$ cat config.mk
export PLATFORM = sky130hd
export DESIGN_NAME = pico_clk_div_lock
export DESIGN_NICKNAME = d
export VERILOG_FILES = /design/src/rtl/pico_clk_div_lock.sv
export SDC_FILE = /design/constraint.sdc
export NUM_CORES = 1
export LEC_CHECK = 0
export CAP_MARGIN = 10
export CORE_UTILIZATION = 30
export CTS_BUF_LIST = sky130_fd_sc_hd__clkbuf_8
export CTS_CLUSTER_SIZE = 16
export DETAILED_ROUTE_END_ITERATION = 10
export GPL_ROUTABILITY_DRIVEN = 0
export PLACE_DENSITY_LB_ADDON = 0.05
export RECOVER_POWER = 100
export SYNTH_ARGS = -nofsm -noshare
export SYNTH_HDL_FRONTEND = slang
export SYNTH_SLANG_ARGS = --single-unit
$ cat constraint.sdc
create_clock -name clkin1 -period 2.78 [get_ports clkin1]
set_input_delay 0.556 -clock clkin1 [delete_from_list [all_inputs] [get_ports clkin1]]
set_output_delay 0.556 -clock clkin1 [all_outputs]
set_load 0.05 [all_outputs]
$ cat src/rtl/pico_clk_div_lock.sv
// Integer clock divider with programmable duty/phase and a sticky lock flag after LOCK_CYCLES reference edges.
// Optional output gate input when PICO_CLK_GATE_EN is defined.
module pico_clk_div_lock #(
    parameter int ODIV0       = 2,
    parameter int DUTY0       = 1,
    parameter int PHASE0      = 0,
    parameter int LOCK_CYCLES = 64
) (
    input  logic clkin1,
    input  logic rst_n,
`ifdef PICO_CLK_GATE_EN
    input  logic clkout0_gate,
`endif
    output logic clkout0,
    output logic pll_lock
);

    localparam int DW = (ODIV0 > 1) ? $clog2(ODIV0) : 1;
    localparam int LW = (LOCK_CYCLES > 0) ? $clog2(LOCK_CYCLES + 1) : 1;

    localparam logic [DW-1:0] DUTY_W    = DW'(DUTY0);
    localparam logic [DW-1:0] PHASE_W   = DW'(PHASE0);
    localparam logic [DW-1:0] DIV_LAST  = DW'(ODIV0 - 1);
    localparam logic [LW-1:0] LOCK_LAST = LW'(LOCK_CYCLES - 1);

    generate
        if (ODIV0 < 2) begin : g_bad_odiv
            $error("pico_clk_div_lock: ODIV0 must be >= 2");
        end
        if (DUTY0 < 1 || DUTY0 > ODIV0 - 1) begin : g_bad_duty
            $error("pico_clk_div_lock: DUTY0 must be in 1..ODIV0-1");
        end
        if (PHASE0 < 0 || PHASE0 > ODIV0 - 1) begin : g_bad_phase
            $error("pico_clk_div_lock: PHASE0 must be in 0..ODIV0-1");
        end
        if (LOCK_CYCLES < 1) begin : g_bad_lock
            $error("pico_clk_div_lock: LOCK_CYCLES must be >= 1");
        end
    endgenerate

    logic          gate_w;
`ifdef PICO_CLK_GATE_EN
    assign gate_w = clkout0_gate;
`else
    assign gate_w = 1'b0;
`endif

    logic [LW-1:0] lock_cnt_q, lock_cnt_d;
    logic          lock_q, lock_d;
    logic [DW-1:0] div_q, div_d;
    logic          clk_q, clk_d;

    always_comb begin
        lock_cnt_d = lock_cnt_q;
        lock_d     = lock_q;
        div_d      = div_q;
        // Counter freezes once locked, so lock can only rise once per reset.
        if (!lock_q) begin
            lock_cnt_d = lock_cnt_q + LW'(1);
            if (lock_cnt_q == LOCK_LAST) begin
                lock_d = 1'b1;
            end
        end
        if (lock_q) begin
            div_d = (div_q == DIV_LAST) ? '0 : div_q + DW'(1);
        end
        // Gating only masks the output; the divider keeps its phase.
        clk_d = lock_q & (div_q < DUTY_W) & ~gate_w;
    end

    always_ff @(posedge clkin1 or negedge rst_n) begin
        if (!rst_n) begin
            lock_cnt_q <= '0;
            lock_q     <= 1'b0;
            div_q      <= PHASE_W;
            clk_q      <= 1'b0;
        end else begin
            lock_cnt_q <= lock_cnt_d;
            lock_q     <= lock_d;
            div_q      <= div_d;
            clk_q      <= clk_d;
        end
    end

    assign clkout0  = clk_q;
    assign pll_lock = lock_q;

endmodule

# Yosys cells after proc, flatten, opt, wreduce, memory -nomap -nowiden
# Cells that the tools add are included.
dict set report classes {
  add_sub_neg 2
  n_lt_le_gt_ge 1
  eq_ne 1
  muxes 3
  bitwise 1
}
# op count
set op_table {}
lappend op_table {{$add 7x1->7 const B} 1}
lappend op_table {{$eq 7x6->1 const B} 1}
lappend op_table {{$mux 1} 3}
lappend op_table {{$add 1x1->1 const B} 1}
lappend op_table {{$and 1x1->1} 1}
lappend op_table {{$lt 1x1->1 const B} 1}
dict set report totals {
  register_bits 10
  in_bits 2
  out_inout_bits 2
  wordCells 12
}

# Longest topological paths before layout
dict set report logic_depth {
  ltp_word 3
  mapped_depth 4
  mapped_depth_nobuf 4
}

# Worst setup path after synthesis
# Ideal clock, no wire load.
dict set report synth_path {
  kind {register to register}
  start {reg lock_q (netlist: pll_lock)}
  end {reg lock_cnt_q[1]}
  setup_time_ns 0.125
  arrival_ns 1.128
  t_required_ns 2.655
  path_slack_ns 1.527
  stages_incl_launch_ff 3
  n_path_buf 1
  synth_period_minus_slack_ns 1.253
  cell_sequence {dfrtp_1 buf_6 mux2_2}
}
# item line_no
set synth_rtl {}
lappend synth_rtl {{start: declaration} 49} ;# logic lock_q, lock_d;
lappend synth_rtl {{start signal: assignment} 79} ;# lock_q <= lock_d;
lappend synth_rtl {{end signal: assignment} 78} ;# lock_cnt_q <= lock_cnt_d;
lappend synth_rtl {{end: declaration} 48} ;# logic [LW-1:0] lock_cnt_q, lock_cnt_d;
# No word-level cell between the ends.

# Final worst setup path
dict set report layout_path {
  start {reg lock_q (netlist: pll_lock)}
  end {out pll_lock}
}
# item line_no
set layout_rtl {}
lappend layout_rtl {{end: declaration} 15} ;# output logic pll_lock
# No word-level cell between the ends.

==> impl_metrics.yaml <==
run:
  maxCapViolations: 0
final_layout:
  final_common_cell: "dfrtp_1"
  fillCellCount: 140
  final_cell_mix: "dfrtp_1, xnor2_1"
  nets: 41
  diodes: 0
  area_growth_pct: 13.9
  drive_gt1_share_pct: 13.9
  final_cell_area_um2: 483
synth:
  syn-cell-area_um2: 424
  synthDistinctLibCells: 15
  synth_warnings: 0
  synth-seq-cells: 10
  synthCells: 31
  synth-seq-area-share_pct: 59.0
  syn-num-nets: 34
  avgSynthCellArea_um2: 13.7
worst_setup_path:
  crit_cells: 1
  crit_fanout: 7
  cp-start-kind: "flip-flop"
  crit_type: "flip-flop to primary output"
  path_buf_inv: 1
  crit_chain: "dlygate4sd3_1"
  worstPathArrival_ns: 1.61
  slowest_stage: "dlygate4sd3_1"
  cp-end-kind: "primary output"
  cp_top_family: "buffers and inverters"
  cp.required_ns: 2.22
  reg2reg_depth: 4
  crit_path_max_incr_delay_ns: 0.91
clock_tree:
  cts-root-buf: "clkbuf_8"
  cts_buffer_depth: 2
  cts_inserted_buffers: 3
  cts_resized: 0
  cts_tree: "yes"
  worstSkewPairLatency_ns: 0.23
  htreeDepth: 1
  clkSlewWorstSetupHoldPaths_ns: 0.04
  hold_buffers: 0
  clock-sinks: 10
  cts_setup_buffers: 0
outcome:
  outcome: "finished, final reports clean"
route:
  routedWlPerCell_um: 12.0
  drc_errors: 0
  drtIter0Drc: 0
  num_vias: 229
  routed_wl_um: 613
  drt_pass1_iterations: 1
  drtAntennaViolNets: 0
  vias_per_cell: 4.49
floorplanning:
  die_width_um: 39.6
  initial_utilization_pct: 32.6
  fp.dieH_um: 39.6
  coreArea_um2: 1300
  dieArea_um2: 1570
  rows: 13
  ios: 4
timing:
  setup_viol: 0
  period_needed_ns: 2.16
  hold_violations: 0
  timing.final.ws_setup_ns: 0.619
  setup-tns-final_ns: 0
  rsz0062_at_grt: "no"
  post-route-period-util_pct: 77.7
  maxSlewViolCount: 0
  clock.fmax_mhz: 463
  maxSlewHeadroom_pct: 67.1
  clock_skew_ns: 0.00153
  worstMarginPinSlew_ns: 0.492
global_routing:
  antenna_found_initial: 0
  grt_pass1_wl_um: 1070
  grt_max_degree: 11
  first_global_vias: 240
  grt_overflow: 0
  grtUsageTotal_pct: 11.6
power:
  vdd_drop_max_mv: 0.199
  pwr_density_cell_nw_per_um2: 610
  p_leak_nw: 0.212
worst_hold_path:
  hold_path_class: "flip-flop to flip-flop"
  holdPathStages: 1
placement:
  port_buffers: 3
  hpwl_um: 445
  pre_cts_slack_ns: 0.877
  dpl_cell_area_um2: 462
-- cell families (layout without fill, tap and decap cells) --
logic type	Yosys count	count (layout)	share of synthesized area (%)
buffers and inverters	2	7	3.54
muxes	1	1	2.65
and+or+nand+nor	9	9	15.6
AOI/OAI and AO/OA	1	1	1.77
xor gates and xnor gates	7	7	14.5
adders and majority gates	1	1	2.95
DFF	10	10	59.0
-- path summary, 6_finish.rpt --
| kind | startpoint | to | slack [ns] |
|---|---|---|---|
| setup reg to reg | lock_cnt_q[0]$_DFFE_PN0N_ | lock_cnt_q[6]$_DFFE_PN0N_ | 1.66 |
| max in group asynchronous | rst_n | lock_cnt_q[4]$_DFFE_PN0N_ | 1.77 |
| setup / recovery | pll_lock$_DFF_PN0_ | pll_lock | 0.62 |
| hold reg to reg | div_q$_DFFE_PN0P_ | clkout0$_DFF_PN0_ | 0.45 |
| min in group asynchronous | rst_n | lock_cnt_q[3]$_DFFE_PN0N_ | 0.71 |
| hold / removal | div_q$_DFFE_PN0P_ | clkout0$_DFF_PN0_ | 0.45 |
-- cells in the mapped netlist --
cell type	count	area share [%]
nor2_1	1	0.88
xor2_1	3	6.2
ha_1	1	2.9
mux2_2	1	2.7
buf_6	1	2.7
xnor2_1	4	8.3
dfrtp_1	10	59
nor3_2	1	2.4
nor2_2	1	1.5
nand2_1	3	2.7
nand3_1	1	1.2
nand4b_4	1	5.6
inv_2	1	0.88
nand4_1	1	1.5
o31ai_1	1	1.8
-- per-layer routing --
layer	share of wire, %	global-route usage, %	up-vias
li1	-	-	111
met5	0	0	-
met3	6.2	6.82	0
met1	46	14.2	112
met2	47	14.8	6
met4	0	7.76	0
-- metrics by stage --
stage	std cells	power (mW)	utilization [%]	hold WS, ns
after floorplan	31	0.148	-	0.260
after CTS	51	0.300	38.7	0.446
final	51	0.295	37.1	0.451
after detailed placement	48	0.152	35.5	0.442
after global routing	51	0.310	37.1	0.466
after global placement	48	0.152	35.5	0.450
-- flip-flops by register name, summed over array words and instances, names as in the netlist --
signal and cells:
clkout0 1, pll_lock 1, div_q 1, lock_cnt_q 7
-- area by class of cell --
cell class	instances	area (µm²)	share of cell area (%)
Clock buffer	3	41.3	8.55
Multi-Input combinational cell	19	139	28.8
Tap cell	15	18.8	3.89
Sequential cell	10	250	51.8
Timing Repair Buffer	3	30.0	6.22
Inverter	1	3.75	0.777
-- report_power, final --
part           internal (mW)  total, mW  switching, mW
registers              0.146      0.146              0
clock network         0.0943      0.145         0.0506
logic               0.000963    0.00359        0.00262
total                  0.241      0.295         0.0532
Note: power is estimated with default switching activity, not from simulation.
